File: src/rtl/spi_mem_loader.sv
// SPI slave front end that turns host frames (cmd, addr, optional data) into
// 32-bit memory bus writes and reads; all SPI pins are oversampled on clk_i.
module spi_mem_loader #(
   parameter int unsigned SYNC_STAGES = 2,
   parameter logic [7:0]  CMD_WRITE   = 8'h02,
   parameter logic [7:0]  CMD_READ    = 8'h0B
) (
   input  logic        clk_i,
   input  logic        rst_i,
   input  logic        spi_sclk,
   input  logic        spi_cs,
   input  logic        spi_sdi0,
   output logic        spi_sdo0,
   output logic [1:0]  spi_mode,
   output logic        mem_req_o,
   output logic        mem_we_o,
   output logic [31:0] mem_addr_o,
   output logic [31:0] mem_wdata_o,
   output logic [3:0]  mem_be_o,
   input  logic        mem_gnt_i,
   input  logic        mem_rvalid_i,
   input  logic [31:0] mem_rdata_i,
   output logic        overrun_o
);

   typedef enum logic [3:0] {
      S_IDLE, S_CMD, S_ADDR, S_WDATA, S_WREQ, S_RREQ, S_RWAIT, S_RSHIFT, S_IGNORE
   } state_e;

   logic [SYNC_STAGES-1:0] sclk_sync_q, cs_sync_q, sdi_sync_q;
   logic                   sclk_prev_q, cs_prev_q;
   logic                   sclk_s, cs_s, sdi_s;
   logic                   sclk_rise, sclk_fall, cs_fall;

   state_e      state_q, state_d;
   logic [5:0]  cnt_q, cnt_d;
   logic [31:0] sh_in_q, sh_in_d;
   logic [31:0] shifted;
   logic        is_wr_q, is_wr_d;
   logic [29:0] addr_q, addr_d;
   logic [3:0]  dcnt_q, dcnt_d;
   logic        act_q, act_d;
   logic [31:0] sh_out_q, sh_out_d;
   logic        sdo_q, sdo_d;
   logic        req_q, req_d;
   logic        we_q, we_d;
   logic [31:0] maddr_q, maddr_d;
   logic [31:0] wdata_q, wdata_d;
   logic        overrun_q, overrun_d;

   // cs synchronizer resets low so a host already mid-frame must deassert cs
   // before a new frame is recognised.
   always_ff @(posedge clk_i or posedge rst_i) begin
      if (rst_i) begin
         sclk_sync_q <= '0;
         cs_sync_q   <= '0;
         sdi_sync_q  <= '0;
         sclk_prev_q <= 1'b0;
         cs_prev_q   <= 1'b0;
      end else begin
         sclk_sync_q <= {sclk_sync_q[SYNC_STAGES-2:0], spi_sclk};
         cs_sync_q   <= {cs_sync_q[SYNC_STAGES-2:0], spi_cs};
         sdi_sync_q  <= {sdi_sync_q[SYNC_STAGES-2:0], spi_sdi0};
         sclk_prev_q <= sclk_s;
         cs_prev_q   <= cs_s;
      end
   end

   assign sclk_s    = sclk_sync_q[SYNC_STAGES-1];
   assign cs_s      = cs_sync_q[SYNC_STAGES-1];
   assign sdi_s     = sdi_sync_q[SYNC_STAGES-1];
   assign sclk_rise = sclk_s & ~sclk_prev_q;
   assign sclk_fall = ~sclk_s & sclk_prev_q;
   assign cs_fall   = ~cs_s & cs_prev_q;
   assign shifted   = {sh_in_q[30:0], sdi_s};

   always_ff @(posedge clk_i or posedge rst_i) begin
      if (rst_i) begin
         state_q   <= S_IDLE;
         cnt_q     <= '0;
         sh_in_q   <= '0;
         is_wr_q   <= 1'b0;
         addr_q    <= '0;
         dcnt_q    <= '0;
         act_q     <= 1'b0;
         sh_out_q  <= '0;
         sdo_q     <= 1'b0;
         req_q     <= 1'b0;
         we_q      <= 1'b0;
         maddr_q   <= '0;
         wdata_q   <= '0;
         overrun_q <= 1'b0;
      end else begin
         state_q   <= state_d;
         cnt_q     <= cnt_d;
         sh_in_q   <= sh_in_d;
         is_wr_q   <= is_wr_d;
         addr_q    <= addr_d;
         dcnt_q    <= dcnt_d;
         act_q     <= act_d;
         sh_out_q  <= sh_out_d;
         sdo_q     <= sdo_d;
         req_q     <= req_d;
         we_q      <= we_d;
         maddr_q   <= maddr_d;
         wdata_q   <= wdata_d;
         overrun_q <= overrun_d;
      end
   end

   always_comb begin
      state_d   = state_q;
      cnt_d     = cnt_q;
      sh_in_d   = sh_in_q;
      is_wr_d   = is_wr_q;
      addr_d    = addr_q;
      dcnt_d    = dcnt_q;
      act_d     = act_q;
      sh_out_d  = sh_out_q;
      req_d     = req_q;
      we_d      = we_q;
      maddr_d   = maddr_q;
      wdata_d   = wdata_q;
      overrun_d = overrun_q;

      // The bus request lives independently of the frame FSM so a write whose
      // frame ended (cs high) can still finish while the next frame arrives.
      if (req_q && mem_gnt_i) begin
         req_d = 1'b0;
      end

      // Dummy cycles after the address are counted while the read is in flight.
      if ((state_q == S_RREQ || state_q == S_RWAIT || state_q == S_RSHIFT) &&
          sclk_rise && dcnt_q != 4'd8) begin
         dcnt_d = dcnt_q + 4'd1;
      end

      case (state_q)
         S_IDLE: begin
            if (cs_fall) begin
               state_d = S_CMD;
               cnt_d   = '0;
            end
         end
         S_CMD: begin
            if (cs_s) begin
               state_d = S_IDLE;
            end else if (sclk_rise) begin
               sh_in_d = shifted;
               cnt_d   = cnt_q + 6'd1;
               if (cnt_q == 6'd7) begin
                  cnt_d   = '0;
                  is_wr_d = (shifted[7:0] == CMD_WRITE);
                  if (shifted[7:0] == CMD_WRITE || shifted[7:0] == CMD_READ) begin
                     state_d = S_ADDR;
                  end else begin
                     state_d = S_IGNORE;
                  end
               end
            end
         end
         S_ADDR: begin
            if (cs_s) begin
               state_d = S_IDLE;
            end else if (sclk_rise) begin
               sh_in_d = shifted;
               cnt_d   = cnt_q + 6'd1;
               if (cnt_q == 6'd31) begin
                  cnt_d   = '0;
                  dcnt_d  = '0;
                  addr_d  = shifted[31:2];
                  state_d = is_wr_q ? S_WDATA : S_RREQ;
               end
            end
         end
         S_WDATA: begin
            if (cs_s) begin
               state_d = S_IDLE;
            end else if (sclk_rise) begin
               sh_in_d = shifted;
               cnt_d   = cnt_q + 6'd1;
               if (cnt_q == 6'd31) begin
                  cnt_d = '0;
                  if (req_q && !mem_gnt_i) begin
                     overrun_d = 1'b1;
                     state_d   = S_IGNORE;
                  end else begin
                     req_d   = 1'b1;
                     we_d    = 1'b1;
                     maddr_d = {addr_q, 2'b00};
                     wdata_d = shifted;
                     state_d = S_WREQ;
                  end
               end
            end
         end
         S_WREQ: begin
            if (cs_s) begin
               state_d = S_IDLE;
            end else if (mem_gnt_i) begin
               state_d = S_IGNORE;
            end
         end
         S_RREQ: begin
            // A still-pending write from an earlier frame is let through first.
            if (!req_q) begin
               req_d   = 1'b1;
               we_d    = 1'b0;
               maddr_d = {addr_q, 2'b00};
            end else if (!we_q && mem_gnt_i) begin
               state_d = S_RWAIT;
            end
         end
         S_RWAIT: begin
            if (mem_rvalid_i) begin
               sh_out_d = mem_rdata_i;
               act_d    = 1'b0;
               cnt_d    = '0;
               state_d  = cs_s ? S_IDLE : S_RSHIFT;
            end
         end
         S_RSHIFT: begin
            if (cs_s) begin
               state_d = S_IDLE;
            end else if (sclk_fall) begin
               if (!act_q) begin
                  if (dcnt_q == 4'd8) begin
                     act_d = 1'b1;
                  end
               end else if (cnt_q == 6'd31) begin
                  state_d = S_IGNORE;
               end else begin
                  sh_out_d = {sh_out_q[30:0], 1'b0};
                  cnt_d    = cnt_q + 6'd1;
               end
            end
         end
         S_IGNORE: begin
            if (cs_s) begin
               state_d = S_IDLE;
            end
         end
         default: begin
            state_d = S_IDLE;
         end
      endcase
   end

   assign sdo_d = (state_d == S_RSHIFT && act_d) ? sh_out_d[31] : 1'b0;

   assign spi_sdo0    = sdo_q;
   assign spi_mode    = 2'b00;
   assign mem_req_o   = req_q;
   assign mem_we_o    = we_q;
   assign mem_addr_o  = maddr_q;
   assign mem_wdata_o = wdata_q;
   assign mem_be_o    = 4'hF;
   assign overrun_o   = overrun_q;

endmodule

File: config.mk
export PLATFORM = sky130hd
export DESIGN_NAME = spi_mem_loader
export DESIGN_NICKNAME = d
export VERILOG_FILES = /design/src/rtl/spi_mem_loader.sv
export SDC_FILE = /design/constraint.sdc
export NUM_CORES = 1
export LEC_CHECK = 0
export CORE_MARGIN = 4
export CORE_UTILIZATION = 49
export DETAILED_ROUTE_END_ITERATION = 6
export PLACE_DENSITY = 0.76
export SYNTH_ARGS = -nofsm -noshare
export SYNTH_HDL_FRONTEND = slang
export SYNTH_SLANG_ARGS = --single-unit
File: constraint.sdc
create_clock -name clk_i -period 5.9 [get_ports clk_i]
set_input_delay 1.18 -clock clk_i [delete_from_list [all_inputs] [get_ports clk_i]]
set_output_delay 1.18 -clock clk_i [all_outputs]
set_load 0.02 [all_outputs]
==> results of run 1 <==
## worst max-delay path, delay by kind of cell
family	cells	cell delay (ns)
buffers and inverters	2	0.89
and+or+nand+nor	5	1.57
## layer usage
| metal | vias up | track usage (%) |
|---|---|---|
| met5 | - | 0 |
| met4 | 0 | 4.33 |
| met3 | 11 | 7.49 |
| met2 | 144 | 29.3 |
| met1 | 2471 | 24.6 |
| li1 | 2287 | - |
## placed cells by master, fill, tap and decap left out, types with 4 or more instances in the layout
master | synthesis | routed
conb_1 | 2 | 8
o211ai_1 | 4 | 4
mux2_2 | 120 | 120
dfrtp_1 | 183 | 183
inv_6 | 0 | 4
nand2_1 | 75 | 75
buf_4 | 8 | 4
nand3_1 | 11 | 10
clkbuf_16 | 0 | 17
inv_1 | 11 | 10
o21ai_0 | 13 | 13
nor2b_1 | 8 | 7
clkdlybuf4s50_1 | 0 | 104
a21oi_1 | 10 | 10
and3b_1 | 5 | 5
a22oi_1 | 30 | 30
nor2_1 | 13 | 12
nand2b_1 | 11 | 11
## worst min-delay path by stage
stage | from | to | slack [ns] | cells after the start
after floorplan | cs_sync_q[0] | cs_sync_q[1] | 0.33 | 0
after global placement | cs_sync_q[0] | cs_sync_q[1] | 0.34 | 0
after detailed placement | sdi_sync_q[0] | sdi_sync_q[1] | 0.34 | 0
after CTS | sdi_sync_q[0] | sdi_sync_q[1] | 0.35 | 0
after global routing | sdi_sync_q[0] | sdi_sync_q[1] | 0.36 | 0
final | sdi_sync_q[0] | sdi_sync_q[1] | 0.35 | 0
## state kept, by name (all words and copies together), names as in the netlist
signal and flops:
mem_wdata_o 32, sh_out_q 32, sh_in_q 31, addr_q 30, mem_addr_o 30, cnt_q 6, dcnt_q 4, state_q 4
cs_sync_q 2, sclk_sync_q 2, sdi_sync_q 2, act_q 1, cs_prev_q 1, is_wr_q 1, mem_req_o 1, mem_we_o 1
overrun_o 1, sclk_prev_q 1, spi_sdo0 1
## kinds of logic (layout without fill, tap and decap cells)
group / count (synthesis) / in the layout / share of synthesized area [%]
multiplexers: 125 / 125 / 18.4
XOR/XNOR: 4 / 4 / 0.459
AND/OR/NAND/NOR: 151 / 151 / 10.1
other: 2 / 8 / 0.0983
flip-flops: 183 / 183 / 59.9
AO/OA/AOI/OAI: 80 / 80 / 7.32
buffers and inverters: 48 / 152 / 3.18
adder cells (fa/ha/maj): 3 / 3 / 0.491
## final cells by class
cell class                 count  share of cell area, %
sequential                   183                   48.4
multi-input combinational    371                   30.4
timing repair buffer         109                   11.5
clock buffer                  20                   4.94
tap                          211                   2.79
clock inverter                12                   1.46
inverter                      11                  0.476
## metrics by stage
step / util (%) / power [mW]
2_1_floorplan: - / 1.44
3_3_place_gp: 58.0 / 1.49
3_5_place_dp: 58.0 / 1.50
4_1_cts: 62.0 / 2.66
5_1_grt: 62.0 / 2.74
6_report: 62.0 / 2.63
## power breakdown
group | switching (mW) | internal (mW)
sequential | 0.0430 | 1.30
combinational | 0.0746 | 0.0632
clock | 0.490 | 0.665
==> out/metrics.yaml, run 1 <==
sta:
  fin_ws_ns: 2.55
  worst_clock_skew_ns: 0.00888
  fin_crit_ns: 3.35
  period_share_pct: 56.7
  max-slew-margin-rel_pct: 21.3
  hold_violations: 0
  fmax_mhz: 299
  setup-tns-final_ns: 0
  hold_ws_ns: 0.350
  maxSlewViolCount: 0
  worst_pin_slew_ns: 1.18
  rsz0062_at_grt: "false"
  finalSetupViolCount: 0
critical_path:
  cpPeakStageDelay_ns: 0.90
  cp_common_cell: "nand2_1"
  crit_arrival_ns: 3.66
  worstSetupPathType: "in2reg"
  rr_worst_depth: 6
  crit_end: "sh_out_q[23]"
  required_ns: 6.21
  reg2reg_from: "state_q[1]"
  reg2reg_slack_ns: 3.03
  crit_start: "mem_rvalid_i"
  start_kind: "input port"
  slowest_stage: "nor2_2"
  worstPathCellList: "clkdlybuf4s50_1 -> nand2b_1 -> nor2_2 -> nor2_1 -> buf_4 -> nand2_1 -> nand2_1"
  end_kind: "flop"
  cp_max_fo: 32
  r2r_end: "sh_out_q[23]"
synth:
  ys.flop_type: "dfrtp_1"
  ys_types: 55
  yosysSeqAreaShare_pct: 59.9
  synth_top_area_share_pct: 59.9
  ys_seq_elements: 183
  syn_area_um2: 7640
  synth_warnings: 0
  synthCells: 596
  yosys-top-cells-count: "dfrtp_1, mux2_2, nand2_1, a22oi_1, clkbuf_1"
  synthTopCellsByArea: "dfrtp_1, mux2_2, nand2_1"
  avgSynthCellArea_um2: 12.8
  async_reset_ff_share_pct: 100
  synth.most_common_cell: "dfrtp_1"
  synth_edf_count: 0
  yosys.area.top_type: "dfrtp_1"
routing:
  wl_per_cell_um: 17.2
  drc: 0
  met3_length_um: 1310
  routed.top_layer: "met4"
  met1_length_um: 6950
  dr.pass1.iters: 4
  vias: 4913
  drt_iter0_drc: 251
  viasPerCell: 5.36
  ant_nets: 0
  totalWireLength_um: 15700
  wl_met2_um: 7360
clock_tree:
  clkTransAtPathRegs_ns: 0.06
  clock_latency_ns: 0.43
  cts_max_level: 4
  numCtsBuffers: 17
  clock-sinks: 183
  cts_resized: 0
  cts_tree: "done"
  ctsLongestPathBuffers: 2
  cts_root_buffer: "clkbuf_16"
  cts_setup_buffers: 0
  hold_buffers: 0
floorplan:
  fp.dieH_um: 133
  rows: 45
  io_pins: 113
  die_area_um2: 17700
  core_um2: 15300
  die_x_um: 133
  initial_core_util_pct: 50.1
finish:
  final_area_um2: 9450
  final_cells: 917
  drive_gt1_share_pct: 23.9
  multi_input_area_um2: 2870
  antenna_cells: 0
  fillers: 1178
  syn2layout_area_growth_pct: 23.7
  final_nets: 735
  seq_area_um2: 4580
placed_design:
  placed_area_um2: 8850
  dp_slack_ns: 2.09
  place_hpwl_um: 10200
  port_buffers: 104
  place_congestion: 0.893
  dp_cells: 885
pwr:
  leakage_nw: 4.48
  p_per_area_nw_per_um2: 278
  irDropWorstVdd_mv: 0.181
global_routing:
  grt_util_all_layers_pct: 18.7
  antenna_found_initial: 0
  grt.overflow.total: 0
  grt_max_degree: 184
  grt_pass1_wl_um: 26600
  grt_pass1_vias: 5221
hold_path:
  min_path_type: "reg2reg"
status:
  status: "complete, no violations"
run:
  drv_cap: 0
Power figures use the tool's default switching activity.
==> run 2, diff against run 1 <==
==> constraint.sdc (replaced) <==
create_clock -name clk_i -period 2.95 [get_ports clk_i]
set_input_delay 0.59 -clock clk_i [delete_from_list [all_inputs] [get_ports clk_i]]
set_output_delay 0.59 -clock clk_i [all_outputs]
set_load 0.02 [all_outputs]
==> run 2 against run 1 <==
- combinational power rose by 110%
- highest routed layer unchanged
- sequential power rose by 99%
- worst hold slack got worse by 0.00097 ns
- count of clock-buffer cells in the layout did not move
- non-clock buffer count rose by 8
- final area rose by 0.29%
- routed wire length fell by 1.3%
- sequential cell count did not move
- largest power group unchanged
- final cell count rose by 0.65%
- via count rose by 2.6%
- worst setup slack got worse by 2.1 ns
- register-to-register slack got worse by 2.5 ns
==> out/metrics.yaml, run 2 (synthesis gave the netlist of run 1 again) <==
routing:
  vias: 5042  # +2.6%
  totalWireLength_um: 15500  # -1.3%
  dr.pass1.iters: 5  # +1
  drt_iter0_drc: 281  # +12%
  viasPerCell: 5.46  # +2.0%
  ant_nets: 0  # unchanged
  wl_per_cell_um: 16.8  # -2.0%
  drc: 0  # unchanged
critical_path:
  r2r_end: "spi_sdo0"
  rr_worst_depth: 6  # unchanged
  start_kind: "flop"
  required_ns: 3.27  # -2.94 ns
  worstSetupPathType: "reg2reg"
  crit_start: "cnt_q[0]"
  reg2reg_slack_ns: 0.49  # -2.54 ns
  crit_end: "spi_sdo0"
  cp_max_fo: 5  # -84%
  reg2reg_from: "cnt_q[0]"
  crit_arrival_ns: 2.77  # -0.89 ns
  end_kind: "flop"
finish:
  final_common_cell: "dfrtp_1"
  antenna_cells: 0  # unchanged
  postLayoutCoreUtil_pct: 62.1  # +0.18 points
  drive_gt1_share_pct: 24.3  # +0.36 points
  final_cell_mix: "dfrtp_1, mux2_2, clkdlybuf4s50_1"
  final_nets: 743  # +1.1%
  syn2layout_area_growth_pct: 24.1
placed_design:
  place_congestion: 0.911  # +2.0%
  place_hpwl_um: 10100  # -0.41%
  port_buffers: 104  # unchanged
clock_tree:
  numCtsBuffers: 17  # unchanged
  cts_resized: 0  # unchanged
  clock-sinks: 183  # unchanged
  cts_tree: "done"
  clkTransAtPathRegs_ns: 0.07  # about the same
  hold_buffers: 0  # unchanged
  cts_setup_buffers: 0  # unchanged
  ctsLongestPathBuffers: 2  # unchanged
  cts_root_buffer: "clkbuf_16"
  cts_max_level: 4  # unchanged
  clock_latency_ns: 0.43  # about the same
sta:
  hold_violations: 0  # unchanged
  maxSlewViolCount: 0  # unchanged
  worst_clock_skew_ns: 0.00889  # +0.00000752 ns
  max-slew-margin-rel_pct: 43.3  # +22 points
  fin_crit_ns: 2.46
  rsz0062_at_grt: "false"
  finalSetupViolCount: 0  # unchanged
  worst_pin_slew_ns: 0.850  # -0.330 ns
  fmax_mhz: 407
  period_share_pct: 83.3
  setup-tns-final_ns: 0  # unchanged
pwr:
  irDropWorstVdd_mv: 0.463  # +160%
  leakage_nw: 4.49  # +0.14%
  p_per_area_nw_per_um2: 528  # +90%
global_routing:
  grt_pass1_vias: 5291  # +1.3%
  grt_util_all_layers_pct: 18.8  # +0.14 points
  grt.overflow.total: 0  # unchanged
  grt_max_degree: 100  # -46%
  antenna_found_initial: 0  # unchanged
  grt_pass1_wl_um: 27100  # +1.8%
status:
  status: "complete, no violations"
floorplan:
  rows: 45  # unchanged
  core_um2: 15300  # unchanged
  die_area_um2: 17700  # unchanged
  initial_core_util_pct: 50.1  # unchanged
  die_x_um: 133  # unchanged
  io_pins: 113  # unchanged
  fp.dieH_um: 133  # unchanged
hold_path:
  min_path_type: "reg2reg"
run:
  drv_cap: 0  # unchanged
-- run 2: cell type report --
type / instances / area, um2
inverters: 11 / 45.0
fillers: 1167 / 5780
well taps: 211 / 264
clock buffers: 20 / 447
clock inverters: 10 / 75.1
repair buffers: 117 / 1200
flip-flops and latches: 183 / 4580
multi-input cells: 371 / 2870
-- run 2: layer usage --
metal / wire (um) / GRT usage [%]
met2: 7330 / 29.4
met4: 298 / 6.47
met3: 1240 / 5.82
met5: 0 / 0
met1: 6670 / 25.1
-- run 2: where the power goes --
group	switching (mW)	internal, mW
logic	0.159	0.134
clock network	0.940	1.10
registers	0.0830	2.59
total	1.18	3.82
-- run 2: critical path, stage by stage, from the launching register on --
cell and delay [ns]:
dfrtp_1 0.41, ha_1 0.27, and3b_1 0.25, and3_1 0.25, or4b_2 0.70, a21bo_2 0.24
a311oi_1 0.25
-- run 2: stage by stage --
stage	instance area [um2]	hold slack (ns)	power [mW]	std cells	worst slack, ns
final	9480	0.349	5.00	923	0.494
after global routing	9480	0.360	5.22	923	0.391
after CTS	9480	0.350	5.06	923	0.524
after detailed placement	8960	0.336	3.01	893	0.505
after global placement	8960	0.336	3.00	893	0.572
after floorplan	7670	0.331	2.89	602	0.00945
-- run 2: worst min-delay path by stage --
stage / depth (start not counted) / startpoint / endpoint / slack, ns
floorplan: 0 / cs_sync_q[0] / cs_sync_q[1] / 0.33
global placement: 0 / sdi_sync_q[0] / sdi_sync_q[1] / 0.34
detailed placement: 0 / sclk_sync_q[0] / sclk_sync_q[1] / 0.34
CTS: 0 / sdi_sync_q[0] / sdi_sync_q[1] / 0.35
global route: 0 / sclk_sync_q[0] / sclk_sync_q[1] / 0.36
finish: 0 / sclk_sync_q[0] / sclk_sync_q[1] / 0.35
==> run 3, diff against run 2 <==
--- a/config.mk
+++ b/config.mk
@@ -6,9 +6,9 @@
 export NUM_CORES = 1
 export LEC_CHECK = 0
 export CORE_MARGIN = 4
-export CORE_UTILIZATION = 49
+export CORE_UTILIZATION = 54
 export DETAILED_ROUTE_END_ITERATION = 6
-export PLACE_DENSITY = 0.76
+export PLACE_DENSITY = 0.8
 export SYNTH_ARGS = -nofsm -noshare
 export SYNTH_HDL_FRONTEND = slang
 export SYNTH_SLANG_ARGS = --single-unit
==> constraint.sdc (replaced) <==
create_clock -name clk_i -period 2.55 [get_ports clk_i]
set_input_delay 0.51 -clock clk_i [delete_from_list [all_inputs] [get_ports clk_i]]
set_output_delay 0.51 -clock clk_i [all_outputs]
set_load 0.02 [all_outputs]
==> run 3 against run 2 <==
- count of clock-buffer cells in the layout decreased by 1
- clock skew decreased by 0.0025 ns
- worst hold slack about the same
- fmax decreased by 0.31%
- critical path depth unchanged
- worst setup slack got worse by 0.41 ns
- utilization increased by 7.5 points
- critical endpoint unchanged
==> out/metrics.yaml, run 3 (synthesis gave the netlist of run 1 again) <==
critical_path:
  reg2reg_slack_ns: 0.09  # -0.41 ns
  required_ns: 2.86  # -0.41 ns
  crit_end: "spi_sdo0"
  r2r_end: "spi_sdo0"
  worstSetupPathType: "reg2reg"
  reg2reg_from: "cnt_q[0]"
  crit_arrival_ns: 2.78  # about the same
  rr_worst_depth: 6  # unchanged
  end_kind: "flop"
  crit_start: "cnt_q[0]"
  start_kind: "flop"
  cp_max_fo: 5  # unchanged
sta:
  maxSlewViolCount: 0  # unchanged
  setup-tns-final_ns: 0  # unchanged
  worst_clock_skew_ns: 0.00639  # -0.00250 ns
  finalSetupViolCount: 0  # unchanged
  max-slew-margin-rel_pct: 35.1  # -8.2 points
  fmax_mhz: 406  # -0.31%
  worst_pin_slew_ns: 0.972  # +0.122 ns
  period_share_pct: 96.6  # +13 points
  fin_ws_ns: 0.0861  # -0.408 ns
  rsz0062_at_grt: "false"
  hold_violations: 0  # unchanged
  fin_crit_ns: 2.46  # +0.00760 ns
clock_tree:
  cts_setup_buffers: 0  # unchanged
  cts_resized: 0  # unchanged
  clock_latency_ns: 0.42  # about the same
  cts_max_level: 4  # unchanged
  numCtsBuffers: 17  # unchanged
  clock-sinks: 183  # unchanged
  cts_root_buffer: "clkbuf_16"
  hold_buffers: 0  # unchanged
  clkTransAtPathRegs_ns: 0.06  # about the same
  ctsLongestPathBuffers: 2  # unchanged
  cts_tree: "done"
floorplan:
  rows: 43  # -4.4%
  fp.dieH_um: 127  # -4.5%
  initial_core_util_pct: 55.0  # +5.0 points
  io_pins: 113  # unchanged
  die_area_um2: 16100  # -8.7%
  core_um2: 13900  # -9.0%
  die_x_um: 127  # -4.5%
global_routing:
  grt_max_degree: 40  # -60%
  grt_pass1_vias: 5471  # +3.4%
  grt_util_all_layers_pct: 21.2  # +2.4 points
  antenna_found_initial: 0  # unchanged
  grt_pass1_wl_um: 27300  # +0.97%
  grt.overflow.total: 0  # unchanged
finish:
  postLayoutCoreUtil_pct: 69.7  # +7.5 points
  drive_gt1_share_pct: 26.4  # +2.1 points
  final_common_cell: "dfrtp_1"
  fillers: 953  # -18%
  final_nets: 764  # +2.8%
  final_area_um2: 9670  # +2.0%
  antenna_cells: 0  # unchanged
  final_cell_mix: "dfrtp_1, mux2_2, clkdlybuf4s50_1"
  syn2layout_area_growth_pct: 26.6
hold_path:
  min_path_type: "reg2reg"
  min_path_cells: 0  # unchanged
routing:
  vias: 5084  # +0.83%
  drc: 0  # unchanged
  totalWireLength_um: 16200  # +4.1%
  viasPerCell: 5.59  # +2.3%
  wl_per_cell_um: 17.8  # +5.6%
  dr.pass1.iters: 5  # unchanged
  drt_iter0_drc: 262  # -6.8%
  ant_nets: 0  # unchanged
placed_design:
  place_hpwl_um: 10900  # +8.0%
  placed_area_um2: 9090  # +1.5%
  dp_slack_ns: -0.0242  # -0.530 ns
  place_congestion: 0.948  # +4.1%
  port_buffers: 104  # unchanged
pwr:
  p_per_area_nw_per_um2: 626  # +19%
  irDropWorstVdd_mv: 0.478  # +3.2%
  leakage_nw: 4.63  # +3.0%
  p_total_mw: 6.05  # +21%
run:
  drv_cap: 0  # unchanged
status:
  status: "complete, no violations"
==> run 3: cell count changes in the layout (fill, tap and decap cells not counted), sizes merged <==
| cell | change |
|---|---|
| clkinv | -1 |
| clkinvlp | -1 |
| buf | +21 |
| bufinv | +3 |
| inv | -3 |
| clkbuf | -1 |
==> run 3: where the power goes <==
part	internal [mW]	switching, mW	total [mW]
clock network	1.57	1.03	2.60
logic	0.176	0.191	0.367
registers	3.00	0.0929	3.09
==> run 3: layout make-up <==
type | instances | area, um2 | area share (%)
sequential | 183 | 4580 | 47.3
multi-input combinational | 371 | 2870 | 29.7
tap | 180 | 225 | 2.33
timing repair buffer | 138 | 1370 | 14.2
clock inverter | 8 | 128 | 1.32
inverter | 11 | 45.0 | 0.466
clock buffer | 19 | 453 | 4.68
==> run 3: worst min path at each step <==
stage | end | slack [ns] | start
CTS | sclk_sync_q[1] | 0.35 | sclk_sync_q[0]
floorplan | cs_sync_q[1] | 0.33 | cs_sync_q[0]
detailed placement | sclk_sync_q[1] | 0.33 | sclk_sync_q[0]
global placement | sclk_sync_q[1] | 0.34 | sclk_sync_q[0]
finish | sclk_sync_q[1] | 0.35 | sclk_sync_q[0]
global route | sclk_sync_q[1] | 0.36 | sclk_sync_q[0]
==> run 3: per-stage QoR <==
stage	hold WS, ns	instances
final	0.349	910
after global routing	0.356	910
after CTS	0.351	910
after detailed placement	0.335	883
after global placement	0.336	883
after floorplan	0.331	602
==> run 3: worst max-delay path: stages (launching register included) <==
cell and delay, ns:
dfrtp_1 0.41, ha_1 0.27, and3b_1 0.24, and3_1 0.25
or4b_2 0.70, a21bo_2 0.24, a311oi_1 0.25
==> run 3: layer usage <==
layer | vias up | GRT usage (%) | part of all wire [%]
met5 | - | 0 | 0
met4 | 0 | 8.20 | 2.3
met3 | 32 | 6.91 | 8.0
met2 | 169 | 34.6 | 48
met1 | 2532 | 26.4 | 42
li1 | 2351 | - | -
